**config.mk**
```make
export PLATFORM = sky130hd
export DESIGN_NAME = spi_ram_burst_flat
export DESIGN_NICKNAME = d
export VERILOG_FILES = /design/src/rtl/spi_ram_burst_pkg.sv /design/src/rtl/spi_ram_burst_if.sv /design/src/rtl/spi_ram_burst_mem.sv /design/src/rtl/spi_ram_burst.sv /design/src/flat_wrapper.sv
export SDC_FILE = /design/constraint.sdc
export NUM_CORES = 2
export LEC_CHECK = 0
export ABC_CLOCK_PERIOD_IN_PS = 3600
export BUFFER_PORTS_ARGS = -buffer_cell sky130_fd_sc_hd__buf_2
export CAP_MARGIN = 5
export CELL_PAD_IN_SITES_DETAIL_PLACEMENT = 1
export CELL_PAD_IN_SITES_GLOBAL_PLACEMENT = 2
export CORE_ASPECT_RATIO = 0.7
export CORE_UTILIZATION = 51
export CTS_CLUSTER_DIAMETER = 30
export DETAILED_ROUTE_END_ITERATION = 16
export GPL_TIMING_DRIVEN = 0
export PLACE_DENSITY_LB_ADDON = 0.1
export SYNTH_ARGS = -nofsm -noshare
export SYNTH_HDL_FRONTEND = slang
export SYNTH_HIERARCHICAL = 1
export SYNTH_SLANG_ARGS = --single-unit
```
**constraint.sdc**
```tcl
create_clock -name clk -period 3.6 [get_ports clk]
set_input_delay 0.18 -clock clk [delete_from_list [all_inputs] [get_ports clk]]
set_output_delay 0.18 -clock clk [all_outputs]
set_load 0.02 [all_outputs]
```
**src/rtl/spi_ram_burst_pkg.sv**
```systemverilog
// Shared command encoding and field layout for the burst-capable SPI RAM.
package spi_ram_pkg;

    typedef enum logic [1:0] {
        WR_ADDR = 2'b00,
        WR_DATA = 2'b01,
        RD_ADDR = 2'b10,
        RD_DATA = 2'b11
    } cmd_e;

    // The cmd field sits directly above the DATA_W-bit payload in each framed word.
    localparam int unsigned CMD_W   = 2;
    localparam int unsigned CMD_OFS = 0;

endpackage

```
**src/rtl/spi_ram_burst_if.sv**
```systemverilog
// Framed command input and read-data/error output bundle between the SPI slave and the RAM.
interface spi_ram_burst_if #(
    parameter int unsigned DATA_W = 8
) ();

    logic [DATA_W+1:0] din;
    logic              rx_valid;
    logic [DATA_W-1:0] dout;
    logic              tx_valid;
    logic              err;

    modport master (output din, output rx_valid, input dout, input tx_valid, input err);
    modport slave  (input din, input rx_valid, output dout, output tx_valid, output err);

endinterface

```
**src/rtl/spi_ram_burst_mem.sv**
```systemverilog
// One-write/one-read word array with a registered read port; contents are never reset.
module spi_ram_mem #(
    parameter int unsigned DATA_W    = 8,
    parameter int unsigned ADDR_W    = 8,
    parameter int unsigned MEM_DEPTH = 256
) (
    input  logic              clk,
    input  logic              i_we,
    input  logic [ADDR_W-1:0] i_waddr,
    input  logic [DATA_W-1:0] i_wdata,
    input  logic              i_re,
    input  logic [ADDR_W-1:0] i_raddr,
    output logic [DATA_W-1:0] o_rdata
);

    logic [DATA_W-1:0] r_mem [MEM_DEPTH];
    logic [DATA_W-1:0] r_rdata;

    // Read register only loads on a read, so it holds the last word between reads.
    always_ff @(posedge clk) begin
        if (i_we) begin
            r_mem[i_waddr] <= i_wdata;
        end
        if (i_re) begin
            r_rdata <= r_mem[i_raddr];
        end
    end

    assign o_rdata = r_rdata;

endmodule

```
**src/rtl/spi_ram_burst.sv**
```systemverilog
// Command decoder for the SPI RAM: independent armed write/read pointers with optional
// post-increment, single-cycle read latency and a protocol-error pulse.
module spi_ram_burst
    import spi_ram_pkg::*;
#(
    parameter int unsigned DATA_W    = 8,
    parameter int unsigned ADDR_W    = 8,
    parameter int unsigned MEM_DEPTH = 256,
    parameter bit          AUTO_INC  = 1'b1
) (
    input  logic            clk,
    input  logic            rst_n,
    spi_ram_burst_if.slave  bus
);

    if (ADDR_W > DATA_W) begin : g_bad_addr_w
        $error("spi_ram_burst: ADDR_W must not exceed DATA_W");
    end
    if (MEM_DEPTH > (64'd1 << ADDR_W)) begin : g_bad_depth
        $error("spi_ram_burst: MEM_DEPTH must not exceed 2**ADDR_W");
    end

    cmd_e              w_cmd;
    logic [DATA_W-1:0] w_payload;
    logic [ADDR_W-1:0] w_addr;
    logic              w_addr_ok;

    logic [ADDR_W-1:0] r_wr_ptr, w_wr_ptr_d;
    logic [ADDR_W-1:0] r_rd_ptr, w_rd_ptr_d;
    logic              r_wr_armed, w_wr_armed_d;
    logic              r_rd_armed, w_rd_armed_d;
    logic              r_tx_valid, w_tx_valid_d;
    logic              r_err, w_err_d;
    logic              r_rd_seen, w_rd_seen_d;
    logic              w_we, w_re;
    logic [DATA_W-1:0] w_rdata;

    assign w_cmd     = cmd_e'(bus.din[DATA_W+CMD_OFS +: CMD_W]);
    assign w_payload = bus.din[DATA_W-1:0];
    assign w_addr    = w_payload[ADDR_W-1:0];
    assign w_addr_ok = 32'(w_addr) < MEM_DEPTH;

    function automatic logic [ADDR_W-1:0] next_ptr(input logic [ADDR_W-1:0] ptr);
        if (!AUTO_INC) return ptr;
        return (ptr == ADDR_W'(MEM_DEPTH - 1)) ? '0 : ptr + ADDR_W'(1);
    endfunction

    always_comb begin
        w_wr_ptr_d   = r_wr_ptr;
        w_rd_ptr_d   = r_rd_ptr;
        w_wr_armed_d = r_wr_armed;
        w_rd_armed_d = r_rd_armed;
        w_rd_seen_d  = r_rd_seen;
        w_tx_valid_d = 1'b0;
        w_err_d      = 1'b0;
        w_we         = 1'b0;
        w_re         = 1'b0;
        if (bus.rx_valid) begin
            unique case (w_cmd)
                WR_ADDR: begin
                    if (w_addr_ok) begin
                        w_wr_ptr_d   = w_addr;
                        w_wr_armed_d = 1'b1;
                    end else begin
                        w_err_d = 1'b1;
                    end
                end
                WR_DATA: begin
                    if (r_wr_armed) begin
                        w_we       = 1'b1;
                        w_wr_ptr_d = next_ptr(r_wr_ptr);
                    end else begin
                        w_err_d = 1'b1;
                    end
                end
                RD_ADDR: begin
                    if (w_addr_ok) begin
                        w_rd_ptr_d   = w_addr;
                        w_rd_armed_d = 1'b1;
                    end else begin
                        w_err_d = 1'b1;
                    end
                end
                RD_DATA: begin
                    if (r_rd_armed) begin
                        w_re         = 1'b1;
                        w_tx_valid_d = 1'b1;
                        w_rd_seen_d  = 1'b1;
                        w_rd_ptr_d   = next_ptr(r_rd_ptr);
                    end else begin
                        w_err_d = 1'b1;
                    end
                end
                default: ;
            endcase
        end
    end

    always_ff @(posedge clk or negedge rst_n) begin
        if (!rst_n) begin
            r_wr_ptr   <= '0;
            r_rd_ptr   <= '0;
            r_wr_armed <= 1'b0;
            r_rd_armed <= 1'b0;
            r_tx_valid <= 1'b0;
            r_err      <= 1'b0;
            r_rd_seen  <= 1'b0;
        end else begin
            r_wr_ptr   <= w_wr_ptr_d;
            r_rd_ptr   <= w_rd_ptr_d;
            r_wr_armed <= w_wr_armed_d;
            r_rd_armed <= w_rd_armed_d;
            r_tx_valid <= w_tx_valid_d;
            r_err      <= w_err_d;
            r_rd_seen  <= w_rd_seen_d;
        end
    end

    spi_ram_mem #(
        .DATA_W    (DATA_W),
        .ADDR_W    (ADDR_W),
        .MEM_DEPTH (MEM_DEPTH)
    ) u_mem (
        .clk     (clk),
        .i_we    (w_we),
        .i_waddr (r_wr_ptr),
        .i_wdata (w_payload),
        .i_re    (w_re),
        .i_raddr (r_rd_ptr),
        .o_rdata (w_rdata)
    );

    // The array's read register has no reset, so dout reads as zero until a read since reset.
    assign bus.dout     = r_rd_seen ? w_rdata : '0;
    assign bus.tx_valid = r_tx_valid;
    assign bus.err      = r_err;

endmodule

```
**src/flat_wrapper.sv**
```systemverilog
// flat-port wrapper written by rule: the top's interface ports become plain ports
module spi_ram_burst_flat import spi_ram_pkg::*;
#(
    parameter int unsigned DATA_W    = 8,
    parameter int unsigned ADDR_W    = 8,
    parameter int unsigned MEM_DEPTH = 256,
    parameter bit          AUTO_INC  = 1'b1
)
  (clk, rst_n, bus_din, bus_rx_valid, bus_dout, bus_tx_valid, bus_err);
  spi_ram_burst_if #(.DATA_W(DATA_W)) bus_i ();
  input  logic clk;
  input  logic rst_n;
  input wire logic [$bits(bus_i.din)-1:0] bus_din;
  input wire logic [$bits(bus_i.rx_valid)-1:0] bus_rx_valid;
  output wire logic [$bits(bus_i.dout)-1:0] bus_dout;
  output wire logic [$bits(bus_i.tx_valid)-1:0] bus_tx_valid;
  output wire logic [$bits(bus_i.err)-1:0] bus_err;
  assign bus_i.din = bus_din;
  assign bus_i.rx_valid = bus_rx_valid;
  assign bus_dout = bus_i.dout;
  assign bus_tx_valid = bus_i.tx_valid;
  assign bus_err = bus_i.err;
  spi_ram_burst #(.DATA_W(DATA_W), .ADDR_W(ADDR_W), .MEM_DEPTH(MEM_DEPTH), .AUTO_INC(AUTO_INC)) u_core (.clk(clk), .rst_n(rst_n), .bus(bus_i));
endmodule
```
==> metrics <==
post-route ant nets 0; pin count of the biggest net entering global routing 141; post-synthesis mux area share 0.144; placeable core area 157000 sq um; Crit-path slowest cell nor2_1; Total Power 68700 uW; Critical Path Max Stage Delay 0.65 ns; Yosys top cell by area edfxtp_1; DRT Wirelength 276 mm; Die Footprint 160000 sq um; Clock Path Buffers 4; num rows 121; cts bufs inserted 349; Adder-Cell Fraction of Synth Area 0.000309; CP delay by family, top simple AND/OR/NAND/NOR gates; H-tree levels 5; WL/cell 41.4 um; Iter 0 DRT Violations 6765; crit-path cells clkbuf_1, nor2_1, nand4_1, clkbuf_4, nor2_2; Commonest cells post-synth edfxtp_1, mux4_2, nor2_1; peak supply drop 0.000454 V; power share of the clock group 0.478; Seq pwr share 0.391; Comb pwr share 0.131; slew at the pin with the worst max-slew slack 1.48 ns; Worst Setup Path Type reg -> reg; simple-gate portion of the synthesized area 0.0301; Area contributors post-synth edfxtp_1, mux4_2, mux2i_1; first-pass GRT wire length 374 mm; Netlist Area Pre-Place 80900 sq um; Synth cell types 66; synthesized area per cell 20.8 sq um; f_max 266 MHz; Max Cap Viol 2; failing checks capacitance limit, setup timing; CP Launch Type register; Finished Cell Area 98300 sq um; global route overflow 0; slew margin rel. 0.00692; clock transition at the registers of the reported paths 0.05 ns; Skew-Pair Late Insertion Delay 0.94 ns; post-synthesis sequential area ratio 0.769; GRT Overall Usage 0.347; CTS tree yes; min Tclk post-route 3.75 ns; final period utilization 1.04; Final GP Congestion 0.922; Fin. Hold Viols 0; Buf+Inv Stages, Crit Path 2; Worst Hold Class in -> reg; Synth top area share 0.763; Post-synth EDFFs 2056; status finished, violations left; number of remaining DRC errors 0; Final nets 4315; total number of vias 45600; leakage power 0.0314 uW; synth warn 6; Switching Fraction 0.267; # port buffers 21; Mapped Cells 3883; final setup vio count 410; Pwr Density 699 nW/um^2; ys async rst share 0.0101; Worst setup EP type register; vias in the first global route 44900; fin worst setup slack -0.155 ns; layout cells sized above 1 0.348; CTS Sinks 2077; Clock Skew 0.0461 ns; IO Pins 23; Vias per Instance 6.84; internal cell power 50400 uW; clock root cell clkbuf_16; XOR/XNOR Fraction of Synth Area 0; fin. max-slew vios 0; die width 478 um; RSZ-0062 raised after global routing true; largest family of logic cells by synthesized area multiplexers; NetSw 18300 uW; CP Max Fanout 10; number of register bits inferred by synthesis 2077; Layout area overhead 21.5%; Compound-Gate Fraction of Synth Area 0.0375; DP Worst Slack -2.50 ns; Final HPWL DP 181 mm; initial antenna violation count 11; CP arrival 4.28 ns; top_reg_cell synth edfxtp_1; Placed Area 84200 sq um; count leader, synth edfxtp_1; post-synth net total 3898; drt pass-1 iters 6; utilization after layout 0.628; Die Span Y 335 um; CP required 4.13 ns; Starting Density 0.517
[per-stage QoR]
stage / cells / hold WS (ns) / TNS, ns
floorplan: 3883 / -0.116 / 0
global route: 6661 / 0.0799 / -0.951
CTS: 6659 / 0.0324 / -37.61
detailed placement: 6016 / 0.230 / -569.25
global placement: 5995 / 0.223 / -3383.88
finish: 6667 / 0.0856 / -19.03
[cell families (layout without fill, tap and decap cells)]
group           Yosys count  in the layout
compound gates          434            434
fa+ha+maj                 2              2
buf+inv                 246            933
flops                  2077           2077
mux                     592            592
other cells               0              6
simple gates            532            532
[routing by layer]
layer | up-vias | share of wire | track usage
met5 | - | 0.00045 | 0.00570
met4 | 2 | 0.036 | 0.135
met3 | 510 | 0.13 | 0.112
met2 | 3131 | 0.43 | 0.486
met1 | 24700 | 0.40 | 0.507
li1 | 17300 | - | -
[flip-flops by register name, indices dropped and copies added (netlist names)]
name and count:
u_core/bus.err 1, u_core/bus.tx_valid 1, u_core/r_rd_armed 1, u_core/r_rd_ptr 8, u_core/r_rd_seen 1, u_core/r_wr_armed 1, u_core/r_wr_ptr 8, u_core/u_mem/o_rdata 8
u_core/u_mem/r_mem 2048
[worst paths after layout]
path | cells past startpoint | slack (ns) | startpoint | to
min reg2reg | 2 | 0.59 | u_core/r_rd_armed$_DFFE_PN0P_ | u_core/r_rd_armed$_DFFE_PN0P_
max in group asynchronous | 4 | 3.09 | rst_n | u_core/r_rd_ptr[3]$_DFFE_PN0P_
min in group asynchronous | 4 | 0.32 | rst_n | u_core/r_rd_ptr[4]$_DFFE_PN0P_
min | 2 | 0.09 | bus_din[5] | u_core/u_mem/r_mem[128][5]$_DFFE_PP_
max reg2reg | 5 | -0.15 | u_core/r_wr_ptr[1]$_DFFE_PN0P_ | u_core/u_mem/r_mem[220][0]$_DFFE_PP_
max | 5 | -0.15 | u_core/r_wr_ptr[1]$_DFFE_PN0P_ | u_core/u_mem/r_mem[220][0]$_DFFE_PP_
[placed cells by master (no fill, tap or decap), drive strengths merged, types with 16 or more instances in the layout]
cell	count
nor3	25
dfrtp	21
o22ai	29
a211oi	16
a22oi	136
clkbuf	501
a21oi	109
mux2i	135
nor4	29
nand3	43
inv	53
nor2	289
mux4	456
o21ai	26
buf	180
bufinv	33
o221ai	47
edfxtp	2056
clkinvlp	39
nand2	55
nor2b	31
clkinv	112
[cell type report]
class	instances	area (sq um)
Sequential cell	2077	62300
Fill cell	12700	58200
Multi-Input combinational cell	1560	18800
Clock buffer	391	9090
Tap cell	2091	2620
Clock inverter	230	2480
Buffer	235	2100
Timing Repair Buffer	70	953
Inverter	7	27.5
Antenna cell	6	15.0
[power by group through the flow]
stage               registers (uW)  logic [uW]  clock network (uW)
finish                       26900        9000               32800
global route                 26800        9060               34000
CTS                          26800        8570               33100
detailed placement           27300        7810                   0
global placement             27400        7660                   0
floorplan                    27200        3990                   0
[worst register-to-register path: cells and delay by family, from the launching register on]
family,cells,cell delay (ns)
AND/OR/NAND/NOR,3,1.91
buffers and inverters,2,0.94
flip-flops,1,0.52
[timing repair]
item | 4_1_cts | 5_1_grt
pin swaps | 21 | 16
hold buffers | 16 | 0
setup endpoints to repair | 1331 | 1061
setup buffers | 10 | 2
hold endpoints to repair | 817 | 0
gates resized for setup | 489 | 166
cloned | 0 | 0
Power figures use the tool's default switching activity.
